===== src/rtl/vending_machine_multi.sv =====
// Multi-product coin-operated vending controller: accumulates two coin
// denominations, vends at per-product prices and pays change as coin pulses.
module vending_machine_multi #(
  parameter int NUM_PROD   = 4,
  parameter int CREDIT_W   = 8,
  parameter int COIN_A     = 5,
  parameter int COIN_B     = 10,
  parameter int MAX_CREDIT = 100,
  parameter logic [NUM_PROD*CREDIT_W-1:0] PRICES = {8'd25, 8'd20, 8'd10, 8'd15},
  parameter int SEL_W      = (NUM_PROD > 1) ? $clog2(NUM_PROD) : 1
) (
  input  logic                clk,
  input  logic                reset_n,
  input  logic                coin_valid,
  input  logic                coin_sel,
  input  logic                prod_req,
  input  logic [SEL_W-1:0]    prod_sel,
  input  logic                cancel,
  output logic                dispense,
  output logic [SEL_W-1:0]    dispense_id,
  output logic                chg_a,
  output logic                chg_b,
  output logic                coin_reject,
  output logic                deny,
  output logic                busy,
  output logic [CREDIT_W-1:0] credit
);

  typedef enum logic [1:0] {ACCEPT, VEND, CHANGE} state_t;

  localparam logic [CREDIT_W-1:0] COIN_A_V = CREDIT_W'(COIN_A);
  localparam logic [CREDIT_W-1:0] COIN_B_V = CREDIT_W'(COIN_B);
  localparam logic [CREDIT_W:0]   MAX_V    = (CREDIT_W+1)'(MAX_CREDIT);

  state_t              state;
  logic [CREDIT_W-1:0] price;
  logic [CREDIT_W-1:0] coin_val;
  logic [CREDIT_W:0]   coin_sum;
  logic                coin_fits;
  logic                sel_ok;

  // One extra bit on the sum so the limit check sees the true total before commit.
  always_comb begin
    price = '0;
    for (int i = 0; i < NUM_PROD; i++) begin
      if (prod_sel == SEL_W'(i)) price = PRICES[i*CREDIT_W +: CREDIT_W];
    end
    sel_ok    = (32'(prod_sel) < 32'(NUM_PROD));
    coin_val  = coin_sel ? COIN_B_V : COIN_A_V;
    coin_sum  = {1'b0, credit} + {1'b0, coin_val};
    coin_fits = (coin_sum <= MAX_V);
  end

  always_ff @(posedge clk or negedge reset_n) begin
    if (!reset_n) begin
      state       <= ACCEPT;
      credit      <= '0;
      dispense    <= 1'b0;
      dispense_id <= '0;
      chg_a       <= 1'b0;
      chg_b       <= 1'b0;
      coin_reject <= 1'b0;
      deny        <= 1'b0;
      busy        <= 1'b0;
    end else begin
      dispense    <= 1'b0;
      chg_a       <= 1'b0;
      chg_b       <= 1'b0;
      coin_reject <= 1'b0;
      deny        <= 1'b0;
      case (state)
        ACCEPT: begin
          if (cancel) begin
            coin_reject <= coin_valid;
            if (credit >= COIN_A_V) begin
              state <= CHANGE;
              busy  <= 1'b1;
            end
          end else if (prod_req) begin
            coin_reject <= coin_valid;
            if (!sel_ok || credit < price) begin
              deny <= 1'b1;
            end else begin
              credit      <= credit - price;
              dispense    <= 1'b1;
              dispense_id <= prod_sel;
              state       <= VEND;
              busy        <= 1'b1;
            end
          end else if (coin_valid) begin
            if (coin_fits) credit <= coin_sum[CREDIT_W-1:0];
            else           coin_reject <= 1'b1;
          end
        end
        VEND: begin
          coin_reject <= coin_valid;
          if (credit >= COIN_A_V) begin
            state <= CHANGE;
          end else begin
            state <= ACCEPT;
            busy  <= 1'b0;
          end
        end
        CHANGE: begin
          // Largest coin first; any residue below COIN_A stays as credit.
          coin_reject <= coin_valid;
          if (credit >= COIN_B_V) begin
            chg_b  <= 1'b1;
            credit <= credit - COIN_B_V;
          end else if (credit >= COIN_A_V) begin
            chg_a  <= 1'b1;
            credit <= credit - COIN_A_V;
          end else begin
            state <= ACCEPT;
            busy  <= 1'b0;
          end
        end
        default: begin
          state <= ACCEPT;
          busy  <= 1'b0;
        end
      endcase
    end
  end

endmodule


===== config.mk =====
export PLATFORM = sky130hd
export DESIGN_NAME = vending_machine_multi
export DESIGN_NICKNAME = d
export VERILOG_FILES = /design/src/rtl/vending_machine_multi.sv
export SDC_FILE = /design/constraint.sdc
export NUM_CORES = 1
export LEC_CHECK = 0
export ABC_AREA = 1
export CELL_PAD_IN_SITES_DETAIL_PLACEMENT = 1
export CELL_PAD_IN_SITES_GLOBAL_PLACEMENT = 1
export CORE_MARGIN = 3
export CORE_UTILIZATION = 30
export DETAILED_ROUTE_END_ITERATION = 12
export GPL_ROUTABILITY_DRIVEN = 0
export GPL_TIMING_DRIVEN = 0
export PLACE_DENSITY_LB_ADDON = 0.12
export SETUP_SLACK_MARGIN = 0.05
export SLEW_MARGIN = 20
export SYNTH_ARGS = -nofsm -noshare
export SYNTH_HDL_FRONTEND = slang
export SYNTH_SLANG_ARGS = --single-unit

===== constraint.sdc =====
create_clock -name clk -period 2.8 [get_ports clk]
set_clock_uncertainty 0.05 [all_clocks]
set_input_delay 0.56 -clock clk [delete_from_list [all_inputs] [get_ports clk]]
set_output_delay 0.56 -clock clk [all_outputs]
set_load 0.01 [all_outputs]

# == Word-level counts from Yosys, hierarchy flattened ==
# Index checks and enable logic that the tools add are counted.
# W data, S select, Z words.
# word_totals
reg_bits,18
input_bits,8
out_inout_bits,16
elab_cells,88
# classes
n_addsub,4
n_lt_le_gt_ge,4
n_eq_ne,15
muxes,46
bitwise,2
reduce_logical,8
# op_table
cell,n
$mux W8,7
$mux W1,23
$ne A3 B3 Y1 const B,7
$pmux W8 S2,1
$mux W2,7
$mux W4,3
$mux W5,2
$add A8 B4 Y9,1
$le A9 B7 Y1 const B,1
$ge A8 B3 Y1 const B,1
$ge A8 B4 Y1 const B,1
$lt A8 B8 Y1,1
$reduce_and A4 Y1,2
$sub A8 B3 Y8 const B,1
$sub A8 B4 Y8 const B,1
$sub A8 B8 Y8,1
$eq A2 B2 Y1 const B,3
$ne A2 B2 Y1 const B,3
$pmux W2 S3,1
$reduce_and A6 Y1,1
$reduce_and A5 Y1,1
$eq A2 B1 Y1 const B,2
$logic_not A2 Y1,2
$pmux W1 S3,1
other kinds (4),5

# == Depth between registers and ports, before layout ==
# Gate-level depths: netlist of the first run.
# depth
depth_word,10
mapped_depth,18
mapped_depth_nobuf,18

# == Worst setup path before layout of the first run ==
# Ideal clock, no wire load.
# synth_timing
path_kind,in2reg
from,input prod_sel[0]
to,register state[1]
setup_time_ps,116
t_arrival_ps,2369
t_required_ps,2634
setup_slack_ps,265
path_stages,17
path_buffers,0
path_cell_list,inv_1 -> ha_1 -> nor2_1 -> o21ai_0 -> fa_1 -> nand3_1 -> nand2_1 -> a21boi_2 -> nand2_1 -> nor2_1 -> nand2_1 -> nand2_1 -> nor2_2 -> nand2_2 -> inv_2 -> nand2_1 -> nand2_1
# synth_between
elab_chain_len,8
word_cells_on_any_way,11
classes_between,order compare: 1; eq/ne: 4; mux: 4; reduce/logical: 2
# synth_lines
element,line_no,text
from (decl),17,"input logic [SEL_W-1:0] prod_sel,"
$logic_not A2 Y1,46,if (prod_sel == SEL_W'(i)) price = PRICES[i*CREDIT_W +: CREDIT_W];
$mux W4 (2 in series),46,
$mux W5,46,
$mux W5 *,46,
$lt A8 B8 Y1 *,81,if (!sel_ok || credit < price) begin
$ne A3 B3 Y1 (no line) *,--,
$reduce_and A5 Y1 (no line) *,--,
to (signal assigned),56,state <= ACCEPT;
to (signal assigned),76,state <= CHANGE;
to (signal assigned),87,state <= VEND;
to (decl),35,state_t state;
# Every way passes the cells marked *; elsewhere a longest branch is shown, timed or not.
# A chain may end at the register's enable or synchronous reset.

# == Worst setup path in the final report of the first run ==
# layout_timing
from,input prod_sel[0]
to,register state[0]
# The elaborated chain is that of the path after synthesis.

==> results by group, run 1 <==
Cells and area
  – Cell area after layout: 2400 sq um
  – Final Util: 37.2%
  – Count of non-filler cells in the finished layout: 387
  – Fin nets: 345
  – Layout area overhead: 18.7%
  – Diode count: 0
  – Layout cells sized above 1: 13.9%

Power
  – P_sw: 1.60 mW
  – Leakage: 1.20 nW
  – Maximum VDD drop: 0.454 mV
  – Logic pwr share: 75.5%
  – PwrDens: 1240 nW/um^2
  – Pint: 1.37 mW
  – Sw Ratio: 53.9%
  – Clock power share: 6.3%
  – Total power: 2.97 mW
  – Sequential power share: 18.2%

Timing
  – Final hold vios: 0
  – Slew headroom: 41.9%
  – Final Max Slew Viols: 0
  – Final Cycle Share: 90.4%
  – Finish-stage setup viols: 0
  – Min cycle time layout: 2530 ps
  – Max Clk Rate: 0.395 GHz
  – Setup_tns: 0 ps
  – Unrepaired setup endpoints after global routing: no
  – Tightest Pin Transition: 870 ps

Drt
  – TritonRoute pass-1 iters: 4
  – Final ANT Viol Nets: 0
  – Via-to-Cell Ratio: 5.00
  – Vias: 1,936
  – DR WL/cell: 15.5 um
  – DR iter-0 viols: 54
  – Drt drc: 0
  – Total length of routed wires: 6000 um

Global route
  – Vias in the first global route: 1,935
  – Total GRT Usage: 16.6%
  – Total grt overflow: 0
  – Met3 Use GR: 2.07%
  – Largest net degree at the start of global routing: 19
  – Grt met2 use: 26.5%
  – First-pass GRT wire length: 9970 um
  – M1 GR Usage: 24.2%
  – GRT busiest layer: met2
  – Antenna violations before repair: 0

Setup path
  – Critical path startpoint category: primary input
  – Worst EP required: 2910 ps
  – Reg2reg start: credit[0]$_DFFE_PN0P_
  – Worst reg2reg path endpoint: state[0]$_DFFE_PN0P_
  – Worst R2R Path Depth: 16
  – Crit. Startpoint: prod_sel[0]
  – Worst Setup End Kind: flip-flop
  – Crit path to: state[0]$_DFFE_PN0P_
  – Kind of critical path: primary input to flip-flop
  – R2R setup slack: 380 ps
  – CP max FO: 4
  – CP arrival: 2640 ps

Clock tree
  – Root Buffer: clkbuf_8
  – Clock buffer depth: 2
  – Worst-path clk slew: 70 ps
  – CTS Sinks: 18
  – CTS tree: done
  – Depth of the CTS H-tree: 1
  – Worst skew pair latency: 260 ps
  – CTS buffer count: 3

Yosys
  – Yosys cell types: 42
  – Gate Count Post-Synth: 283
  – Dominant synthesized flop cell: dfrtp_1
  – Number of enable flip-flop cells after synthesis: 0
  – Seq/Total Area, Yosys: 22.3%
  – Mapped Area: 2020 sq um
  – Yosys warns: 0
  – Synthesized area per cell: 7.15 sq um
  – Post-synth ARST share: 100%
  – #FFs+latches synth: 18
  – Syn_nets: 316

Placement
  – Post-detail-place hpwl: 4910 um
  – Placed Instance Area: 2350 sq um
  – Placed Cells: 383
  – I/O Buffers: 23

Floorplan
  – Core Footprint: 6460 sq um
  – Io pins: 24
  – Die Wd: 88.1 um
  – Die Ht: 88.1 um
  – Initial Utilization: 31.3%
  – Die area: 7770 sq um
  – Placement Rows: 29

Status
  – Status: complete, no violations

Min path
  – Hold Path Class: flip-flop to flip-flop
  – Hold Crit Start: dispense_id[1]$_DFFE_PN0P_

Run
  – Max-capacitance violation count: 0
-- cells in the final DEF (no fill, tap or decap), drive strengths merged, types with 5 or more instances in the layout --
cell type,Yosys,routed
inv,33,33
clkdlybuf4s50,0,20
clkbuf,2,7
o21ai,18,18
a21oi,17,17
ha,23,23
nand3,35,35
nand4,8,8
xor2,5,5
dfrtp,18,18
nand2,82,82
nor2,20,20
-- per-layer routing --
layer | vias up | part of all wire, %
met3 | 4 | 1.3
met5 | - | 0
met2 | 23 | 45
met1 | 914 | 52
li1 | 995 | -
met4 | 0 | 1.3
-- repair_timing --
action / CTS / global route
pin swaps: 2 / 5
hold buffers: 0 / 0
setup buffers: 1 / 0
gates resized for setup: 9 / 12
setup endpoints to repair: 15 / 13
-- power groups by stage --
stage               registers [mW]  logic, mW  clock network, mW
floorplan                    0.537       1.54                  0
global placement             0.545       2.20                  0
detailed placement           0.551       2.22                  0
CTS                          0.547       2.25              0.198
global route                 0.565       2.55              0.203
finish                       0.540       2.25              0.187
-- registers in the layout, summed over array words and instances (netlist names) --
| name | flops |
|---|---|
| dispense_id | 2 |
| busy | 1 |
| chg_a | 1 |
| dispense | 1 |
| deny | 1 |
| credit | 8 |
| coin_reject | 1 |
| chg_b | 1 |
| state | 2 |
-- cells in the mapped netlist, types with 2 or more instances --
master	n	area share (%)
o211ai_1	3	1.1
nor2_4	3	1.7
nand2_4	2	1.1
inv_1	31	5.8
nor2_1	15	2.8
xor2_1	5	2.2
fa_1	2	2.0
clkbuf_1	2	0.37
nand2_2	4	1.2
nand4_1	8	2.5
nand2_1	75	14
a21oi_1	16	4.0
dfrtp_1	18	22
inv_2	2	0.37
ha_1	23	14
nand3_2	2	0.99
o21ai_0	15	3.7
nand3_1	32	7.9
or2_2	2	0.62
-- logic make-up after synthesis --
group / count (synthesis) / synth area share [%]
adders and majority gates: 25 / 16.2
DFF: 18 / 22.3
xor gates and xnor gates: 6 / 2.60
AOI/OAI and AO/OA: 46 / 14.4
and+or+nand+nor: 150 / 36.9
buffers and inverters: 38 / 7.61
-- cell type report --
type / count / area (sq um)
well taps: 77 / 96.3
repair buffers: 24 / 225
plain buffers: 4 / 26.3
fillers: 833 / 4060
clock buffers: 3 / 41.3
inverters: 34 / 128
multi-input cells: 227 / 1440
flip-flops and latches: 18 / 450
-- how the worst min path moves through the flow --
stage	endpoint	slack, ps	cells after the start
floorplan	busy$_DFFE_PN0P_	210	0
global placement	dispense_id[0]$_DFFE_PN0P_	420	2
detailed placement	dispense_id[1]$_DFFE_PN0P_	430	2
CTS	dispense_id[0]$_DFFE_PN0P_	450	2
global route	dispense_id[0]$_DFFE_PN0P_	510	2
finish	dispense_id[1]$_DFFE_PN0P_	440	2
-- stage by stage --
stage | setup slack, ps | hold slack, ps
after detailed placement | -790 | 434
after floorplan | 265 | 214
after CTS | 55.0 | 454
after global placement | -757 | 419
after global routing | 52.6 | 506
final | 269 | 442
-- critical path: stages --
cell and delay [ps]:
buf_4 110, inv_2 50, ha_1 280, inv_1 60, ha_1 140, inv_2 50
fa_2 360, nand3_1 90, nand2_2 70, a21boi_2 160, nand2_1 90, nor2_2 150
nand2_2 80, nand2_2 80, nor2_2 50, nand2_2 100, inv_2 40, nand2_1 50
nand2_1 50
(Power assumes the default switching activity.)
==> run 2, diff against run 1 <==
Settings changed: ABC_AREA 1 to 0, CAP_MARGIN set to 5.
==> run 2 against run 1 <==
Hold slack better by 26 ps; power increased by 10%; non-clock buffer count increased by 34.
==> results by group, run 2 <==
Status
  – Status: complete, no violations

Drt
  – Final ANT Viol Nets: 0 (unchanged)
  – Drt drc: 0 (unchanged)
  – DR iter-0 viols: 72 (+33%)
  – Vias: 1,899 (-1.9%)
  – Total length of routed wires: 6310 um (+5.3%)
  – DR WL/cell: 17.8 um (+15%)
  – Via-to-Cell Ratio: 5.36 (+7.2%)
  – TritonRoute pass-1 iters: 4 (unchanged)

Timing
  – Unrepaired setup endpoints after global routing: yes
  – Final Max Slew Viols: 0 (unchanged)
  – Setup_tns: 0 ps (unchanged)
  – Final hold vios: 0 (unchanged)
  – Max Clk Rate: 0.363 GHz (-8.2%)
  – Finish-stage setup viols: 0 (unchanged)
  – Final Cycle Share: 98.4% (+8.0 points)
  – Min cycle time layout: 2760 ps (+225 ps)
  – Tightest Pin Transition: 883 ps (+13.1 ps)
  – PnR worst setup slack: 44.5 ps (-225 ps)
  – Slew headroom: 41.0% (-0.87 points)

Yosys
  – Yosys cell types: 54 (+29%)
  – Yosys top cell area share: 23.9% (+1.6 points)
  – Count leader, synth: ha_1
  – #FFs+latches synth: 18 (unchanged)
  – Most frequent cells after synthesis: ha_1 (23), dfrtp_1 (18), nand2_1 (18)
  – Seq/Total Area, Yosys: 23.9% (+1.6 points)
  – Syn_nets: 259 (-18%)
  – Dominant synthesized flop cell: dfrtp_1
  – Gate Count Post-Synth: 226 (-20%)
  – Yosys warns: 0 (unchanged)
  – Mapped Area: 1880 sq um (-6.9%)
  – Post-synth ARST share: 100% (unchanged)
  – Synthesized area per cell: 8.34 sq um (+17%)
  – Number of enable flip-flop cells after synthesis: 0 (unchanged)
  – Leading area contributor after synthesis: dfrtp_1
  – Top post-synthesis cells by area: dfrtp_1 (24%), ha_1 (15%), o21ai_0 (4.5%)

Power
  – PwrDens: 1190 nW/um^2 (-4.0%)
  – Maximum VDD drop: 0.462 mV (+1.8%)
  – Sequential power share: 15.6% (-2.6 points)
  – P_sw: 1.56 mW (-2.7%)
  – Sw Ratio: 47.6% (-6.3 points)
  – Pint: 1.71 mW (+25%)
  – Leakage: 1.12 nW (-6.6%)
  – Clock power share: 5.6% (-0.7 points)
  – Total power: 3.27 mW (+10%)
  – Logic pwr share: 78.8% (+3.3 points)

Run
  – Max-capacitance violation count: 0 (unchanged)

Clock tree
  – Hold buffer count at cts: 0 (unchanged)
  – Worst-path clk slew: 70 ps (about the same)
  – CTS tree: done
  – Depth of the CTS H-tree: 1 (unchanged)
  – CTS Sinks: 18 (unchanged)
  – Worst skew pair latency: 250 ps (about the same)
  – CTS buffer count: 3 (unchanged)
  – Root Buffer: clkbuf_8
  – Clock buffer depth: 2 (unchanged)

Setup path
  – Worst EP required: 2880 ps (-30 ps)
  – Critical path startpoint category: primary input
  – CP max FO: 8 (+4)
  – Reg2reg start: credit[1]$_DFFE_PN0P_
  – R2R setup slack: 60 ps (-320 ps)
  – Worst Setup End Kind: flip-flop
  – CP arrival: 2830 ps (+190 ps)
  – Crit path to: credit[6]$_DFFE_PN0P_
  – Worst reg2reg path endpoint: credit[6]$_DFFE_PN0P_
  – Worst R2R Path Depth: 9 (-7)
  – Kind of critical path: primary input to flip-flop
  – Crit. Startpoint: coin_sel

Cells and area
  – Fin nets: 314 (-9.0%)
  – Reg area: 455 sq um (+1.1%)
  – Layout area overhead: 46.3%
  – Layout cells sized above 1: 32.6% (+19 points)
  – Area occupied by multi-input gates: 1540 sq um (+7.5%)
  – Largest register FFs: 8 (unchanged)
  – Largest register by flop count: credit
  – Biggest regs: credit: 8 flops, dispense_id: 2 flops, state: 2 flops
  – Diode count: 0 (unchanged)
  – Most common cell after layout, fill and taps aside: buf_4
  – Most frequent cells in the layout: buf_4 (23), clkdlybuf4s50_1 (20), nand2_1 (18)
  – Fillcell total: 702 (-16%)
  – Count of non-filler cells in the finished layout: 354 (-8.5%)

Min path
  – Hold Path Class: flip-flop to flip-flop
  – Hold Crit Start: dispense_id[1]$_DFFE_PN0P_

Floorplan
  – Io pins: 24 (unchanged)
  – Placement Rows: 28 (-3.4%)
  – Die Ht: 85.3 um (-3.3%)
  – Die area: 7270 sq um (-6.4%)
  – Core Footprint: 5990 sq um (-7.2%)
  – Die Wd: 85.3 um (-3.3%)
  – Initial Utilization: 31.5% (+0.13 points)

Placement
  – Post-detail-place hpwl: 4250 um (-14%)
  – Placed Cells: 324 (-15%)
  – I/O Buffers: 23 (unchanged)
  – Worst slack, placed: -1150 ps (-359 ps)

Global route
  – Antenna violations before repair: 0 (unchanged)
  – Vias in the first global route: 1,998 (+3.3%)
  – First-pass GRT wire length: 10,400 um (+3.8%)
  – Total grt overflow: 0 (unchanged)
  – Total GRT Usage: 17.9% (+1.3 points)
  – Largest net degree at the start of global routing: 19 (unchanged)
## run 2: cell count changes in the layout (fill, tap and decap cells not counted), sizes merged, moves of 4 or more
cell	change
nand2	-64
buf	+32
nand3	-32
inv	-16
nand4	-7
xnor2	+6
a21o	+5
a31oi	+5
nor3	+5
o21ai	+5
a211oi	+4
nor2	-4
xor2	-4
## run 2: logic make-up (layout without fill, tap and decap cells)
kind of cell,after synthesis,after routing,synth area share (%)
AOI/OAI and AO/OA,79,79,29.1
and+or+nand+nor,63,63,17.0
buffers and inverters,29,82,6.64
adders and majority gates,25,25,17.4
DFF,18,18,23.9
xor gates and xnor gates,8,8,3.72
muxes,4,4,2.26
## run 2: metal layers
layer	global-route usage (%)	share of wire [%]
met5	0	0
met4	4.03	0.70
met3	2.33	2.2
met2	29.0	50
met1	25.2	47
## run 2: stage by stage
step	area, sq um	util [%]	hold WS [ps]
global route	2760	46.0	500
finish	2760	46.0	468
detailed placement	2240	37.4	450
floorplan	1920	-	214
CTS	2440	40.7	475
global placement	2240	37.4	451
## run 2: final cells by class
type                    count  area share (%)
plain buffers              12            2.41
inverters                  17            3.04
repair buffers             50            17.2
flip-flops and latches     18            16.5
multi-input cells         179            56.0
clock buffers               3            1.50
well taps                  75            3.40
## run 2: repair_timing
item / 4_1_cts / 5_1_grt
setup buffers: 8 / 18
pin swaps: 13 / 22
gates resized for setup: 43 / 46
setup endpoints to repair: 16 / 12
cloned: 1 / 0
## run 2: worst min path at each step
stage	to	slack, ps	depth (start not counted)
after global placement	dispense_id[0]$_DFFE_PN0P_	450	1
after global routing	dispense_id[1]$_DFFE_PN0P_	500	1
after CTS	dispense_id[1]$_DFFE_PN0P_	470	1
after detailed placement	dispense_id[0]$_DFFE_PN0P_	450	1
final	dispense_id[1]$_DFFE_PN0P_	470	1
after floorplan	busy$_DFFE_PN0P_	210	0
## run 2: power groups by stage
stage                     logic, mW  registers, mW  clock network (mW)
after floorplan                1.34          0.549                   0
after global placement         1.97          0.552                   0
after detailed placement       1.97          0.554                   0
after CTS                      2.17          0.534               0.198
after global routing           2.86          0.533               0.206
final                          2.58          0.509               0.185
## run 2: critical path, stage by stage
cell,delay (ps)
buf_8,110
ha_1,320
a21o_2,260
a2111oi_2,380
o21ai_0,170
a211o_4,400
a22oi_4,240
buf_6,170
a21oi_4,40
xor2_2,160
==> run 3, diff against run 2 <==
--- a/config.mk
+++ b/config.mk
@@ -7,3 +7,3 @@
 export LEC_CHECK = 0
-export ABC_AREA = 0
+export ABC_AREA = 1
 export CAP_MARGIN = 5
@@ -16,3 +16,3 @@
 export GPL_TIMING_DRIVEN = 0
-export PLACE_DENSITY_LB_ADDON = 0.12
+export PLACE_DENSITY_LB_ADDON = 0.15
 export SETUP_SLACK_MARGIN = 0.05
--- a/constraint.sdc
+++ b/constraint.sdc
@@ -4,2 +4,2 @@
 set_output_delay 0.56 -clock clk [all_outputs]
-set_load 0.01 [all_outputs]
+set_load 0.05 [all_outputs]
==> run 3 against run 2 <==
Cell count grew 10%; clock power is essentially flat; sequential cell count unchanged; final area down 12%; critical path depth is 9 higher; global-route usage is 1.6 points lower; clock-buffer cell count unchanged; hold slack got worse by 32 ps; die area up 6.8%; combinational power shrank 2%; sequential share of layout area rose by 2.1 points; first-iteration DRC count is 19% lower; highest routed layer unchanged.
==> results by group, run 3 (synthesis gave the netlist of run 1 again) <==
Drt
  – DR WL/cell: 15.0 um (-16%)
  – Total length of routed wires: 5860 um (-7.1%)
  – Drt drc: 0 (unchanged)
  – Final ANT Viol Nets: 0 (unchanged)
  – Vias: 1,939 (+2.1%)
  – Via-to-Cell Ratio: 4.97 (-7.3%)
  – TritonRoute pass-1 iters: 4 (unchanged)
  – DR iter-0 viols: 58 (-19%)

Power
  – Pint: 1.38 mW (-19%)
  – Sw Ratio: 57.6% (+10 points)
  – Clock power share: 5.6% (about the same)
  – P_sw: 1.88 mW (+21%)
  – PwrDens: 1350 nW/um^2 (+13%)
  – Leakage: 1.21 nW (+8.3%)
  – Logic pwr share: 77.8% (-1.0 points)
  – Sequential power share: 16.6% (+1.0 points)
  – Maximum VDD drop: 0.586 mV (+27%)

Global route
  – Total GRT Usage: 16.3% (-1.6 points)
  – Antenna violations before repair: 0 (unchanged)
  – Vias in the first global route: 1,973 (-1.3%)
  – First-pass GRT wire length: 9780 um (-5.5%)
  – Largest net degree at the start of global routing: 19 (unchanged)
  – Total grt overflow: 0 (unchanged)

Timing
  – Unrepaired setup endpoints after global routing: no
  – Max Clk Rate: 0.391 GHz (+7.7%)
  – Final Cycle Share: 91.4% (-7.1 points)
  – Final Max Slew Viols: 0 (unchanged)
  – PnR worst setup slack: 242 ps (+198 ps)
  – Min cycle time layout: 2560 ps (-198 ps)
  – Setup_tns: 0 ps (unchanged)
  – Slew headroom: 41.6% (+0.65 points)
  – Final hold vios: 0 (unchanged)
  – Finish-stage setup viols: 0 (unchanged)
  – Tightest Pin Transition: 873 ps (-9.65 ps)

Cells and area
  – Diode count: 0 (unchanged)
  – Largest register by flop count: credit
  – Layout area overhead: 19.8%
  – Most common cell after layout, fill and taps aside: nand2_1
  – Fin nets: 348 (+11%)
  – Largest register FFs: 8 (unchanged)
  – Final Util: 37.5% (-8.5 points)
  – Layout cells sized above 1: 14.4% (-18 points)
  – Fillcell total: 808 (+15%)
  – Most frequent cells in the layout: nand2_1 (72), nand3_1 (31), inv_1 (29)
  – Cell area after layout: 2420 sq um (-12%)
  – Biggest regs: credit: 8 flops, dispense_id: 2 flops, state: 2 flops
  – Count of non-filler cells in the finished layout: 390 (+10%)

Placement
  – Placed Instance Area: 2350 sq um (+4.9%)
  – Post-detail-place hpwl: 4780 um (+12%)
  – I/O Buffers: 23 (unchanged)
  – Worst slack, placed: -757 ps (+392 ps)
  – Placed Cells: 383 (+18%)

Floorplan
  – Die Wd: 88.1 um (+3.4%)
  – Io pins: 24 (unchanged)
  – Placement Rows: 29 (+3.6%)
  – Core Footprint: 6460 sq um (+7.8%)
  – Die Ht: 88.1 um (+3.4%)
  – Die area: 7770 sq um (+6.8%)
  – Initial Utilization: 31.3% (-0.13 points)

Clock tree
  – Depth of the CTS H-tree: 1 (unchanged)
  – Root Buffer: clkbuf_8
  – CTS tree: done
  – Clock buffer depth: 2 (unchanged)
  – Worst skew pair latency: 260 ps (about the same)
  – Worst-path clk slew: 70 ps (about the same)
  – CTS buffer count: 3 (unchanged)
  – CTS Sinks: 18 (unchanged)

Setup path
  – CP bufs+invs: 5 (+3)
  – Crit-path cells: buf_2, inv_2, ha_1, inv_1, ha_1, inv_1, fa_2, nand3_2, nand2_2, a21boi_2, nand2_1, nor2_2, nand2_2, nand2_2, nor2_2, nand2_2, inv_2, nand2_1, nand2_1
  – Slowest stage delay, CP: 360 ps (-40 ps)
  – Worst EP required: 2900 ps (+20 ps)
  – Kind of critical path: primary input to flip-flop
  – CP dominant cell by count: nand2_2
  – CP max FO: 4 (-4)
  – CP arrival: 2660 ps (-170 ps)
  – CP max stage cell: fa_2
  – R2R setup slack: 390 ps (+330 ps)
  – Critical path startpoint category: primary input
  – Worst Setup End Kind: flip-flop
  – CP top delay family: adder cells

Run
  – Max-capacitance violation count: 0 (unchanged)

Min path
  – Hold Path Class: flip-flop to flip-flop

Status
  – Status: complete, no violations
run 3: cell count changes in the layout (fill, tap and decap cells not counted), sizes merged, moves of 5 or more:
cell / change
inv: +16
a31oi: -5
buf: -29
a21o: -5
nor3: -5
xnor2: -6
nand3: +32
o21ai: -5
nand4: +7
nand2: +64
run 3: what timing repair did:
action / in CTS / in global routing
hold buffers: 0 / 0
buffers inserted: 4 / 0
setup endpoints to repair: 15 / 15
pin swaps: 3 / 3
gates resized for setup: 11 / 8
run 3: path summary, 6_finish.rpt:
check	start	endpoint	depth (start not counted)
setup / recovery	prod_sel[0]	state[1]$_DFFE_PN0P_	19
hold / removal	dispense_id[1]$_DFFE_PN0P_	dispense_id[1]$_DFFE_PN0P_	2
setup reg to reg	credit[0]$_DFFE_PN0P_	credit[2]$_DFFE_PN0P_	12
hold reg to reg	dispense_id[1]$_DFFE_PN0P_	dispense_id[1]$_DFFE_PN0P_	2
max in group asynchronous	reset_n	credit[6]$_DFFE_PN0P_	1
min in group asynchronous	reset_n	chg_b$_DFF_PN0_	1
run 3: final cells by class:
cell class              count  area [sq um]  share of cell area [%]
inverters                  34           128                    5.27
multi-input cells         227          1440                    59.3
flip-flops and latches     18           450                    18.6
repair buffers             27           245                    10.1
clock buffers               3          41.3                    1.70
well taps                  77          96.3                    3.98
plain buffers               4          26.3                    1.08
run 3: power by group through the flow:
stage               Combinational (mW)  Sequential [mW]  Clock [mW]
finish                            2.54            0.541       0.183
global route                      2.86            0.563       0.203
CTS                               2.55            0.546       0.197
detailed placement                2.50            0.549           0
global placement                  2.48            0.551           0
floorplan                         1.54            0.825           0
run 3: through the flow:
step / hold slack [ps] / total power [mW]
after global placement: 417 / 3.03
after global routing: 475 / 3.62
final: 436 / 3.26
after detailed placement: 422 / 3.05
after floorplan: 214 / 2.36
after CTS: 440 / 3.29
run 3: worst min-delay path, stage by stage, from the launching register on:
cell     delay (ps)
dfrtp_1         340
nand2_1          50
o21ai_0          60
run 3: layer usage:
layer | vias to the layer above | global-route usage [%] | part of all wire [%]
li1 | 996 | - | -
met1 | 913 | 22.5 | 51
met2 | 26 | 27.6 | 46
met3 | 4 | 2.54 | 2.1
met4 | 0 | 2.06 | 0.46
met5 | - | 0 | 0
==> variant (config.mk and constraints of run 2) <==
The 3 states of `state_t` get a one-hot encoding in 3 bits.
--- a/src/rtl/vending_machine_multi.sv
+++ b/src/rtl/vending_machine_multi.sv
@@ -26,7 +26,7 @@
   output logic [CREDIT_W-1:0] credit
 );
 
-  typedef enum logic [1:0] {ACCEPT, VEND, CHANGE} state_t;
+  typedef enum logic [2:0] {ACCEPT = 3'b001, VEND = 3'b010, CHANGE = 3'b100} state_t;
 
   localparam logic [CREDIT_W-1:0] COIN_A_V = CREDIT_W'(COIN_A);
   localparam logic [CREDIT_W-1:0] COIN_B_V = CREDIT_W'(COIN_B);
Formal check against the unedited RTL: no difference found for any inputs over 10 cycles, from zero or initial values and one cycle with reset_n low; not proved beyond that.
==> variant against run 2 <==
- sequential power grew 13%
- sequential cell count grew 1
- design area shrank 4.7%
- total power shrank 9.2%
- routed wire length shrank 4.1%
- sequential share of layout area grew 1.8 points
- worst setup slack lost 0.040 ns
- area after synthesis grew 0.80%
- critical endpoint is now credit[1]
==> variant: results (changes against run 2) <==
[outcome]
status=finished clean  ; unchanged

[pwr]
p_leak_nw=1.030  ; was 1.120 nW
p_sw_mw=1.424  ; was 1.559 mW
p_int_mw=1.548  ; was 1.715 mW
powerClk_mw=0.195  ; was 0.185 mW
ir_worst_vdd_mv=0.4474  ; was 0.4619 mV
power_frac_comb_pct=74.1  ; was 78.8%

[cells_and_area]
seq_share_pct=18.29  ; was 16.52%
drive_above_1_share_pct=26.74  ; was 32.62%
fill_cells=720  ; was 702
multi_input_gates=185  ; was 179
inv_count=14  ; was 17
instances_no_fill=348  ; was 354
n_all_buffers=51  ; was 62
multi_input_area_share_pct=56.90  ; was 55.97%
seqCellArea_sq_um=480.5  ; was 455.4 sq um
clk_share_pct=1.762  ; was 1.498%

[timing]
holdWs_ns=0.4604  ; was 0.4675 ns

[place]
dp_hpwl_um=4510  ; was 4247 um
dp_slack_ns=-1.231  ; was -1.149 ns
place_area_sq_um=2307  ; was 2240 sq um

[global_routing]
globalRouteMet1Util_pct=24.94  ; was 25.16%
grt_usage_pct=17.62  ; was 17.86%
grt_max_degree=20  ; was 19

[critical_path]
worstPathMaxFanout=7  ; was 8
r2r-end=credit[1]  ; was credit[6]
r2r_cells=10  ; was 9

[synthesis]
synth-adder-area-share_pct=14.62  ; was 17.40%
synth_common_cells=nor2_1, ha_1, dfrtp_1, inv_1, a211oi_1  ; was ha_1, dfrtp_1, nand2_1, o21ai_0, nor2_1
syn_nets=255  ; was 259
synthXorXnorAreaFrac_pct=1.383  ; was 3.718%
synth_cell_types=55  ; was 54

[detailed_routing]
vias_per_cell=5.532  ; was 5.364
post_drt_wl_per_cell_um=17.39  ; was 17.83 um

[variant: cell count changes in the layout (fill, tap and decap cells not counted), moves of 4 or more]
| cell | delta |
|---|---|
| nand2_1 | -6 |
| nor2_1 | +6 |
| a211oi_2 | +5 |
| o21ai_1 | -5 |
| a21o_1 | -4 |
| buf_2 | -4 |
| buf_6 | -4 |
| nor2b_1 | +4 |
| o21ai_0 | -4 |
| o22ai_1 | +4 |
| xnor2_1 | -4 |
[variant: worst max-delay path, cell delays in order]
cell and delay [ns]:
buf_12 0.11, inv_8 0.05, ha_4 0.19, inv_2 0.06
ha_4 0.12, inv_2 0.03, fa_2 0.36, a211oi_4 0.23
o211ai_1 0.17, o2bb2ai_2 0.19, nor3b_4 0.18, a21o_4 0.27
a221o_1 0.34
[variant: repair_timing]
action	CTS	global route
setup endpoints to repair	16	9
gates resized for setup	43	10
hold buffers	0	0
setup buffers	16	5
pin swaps	16	7
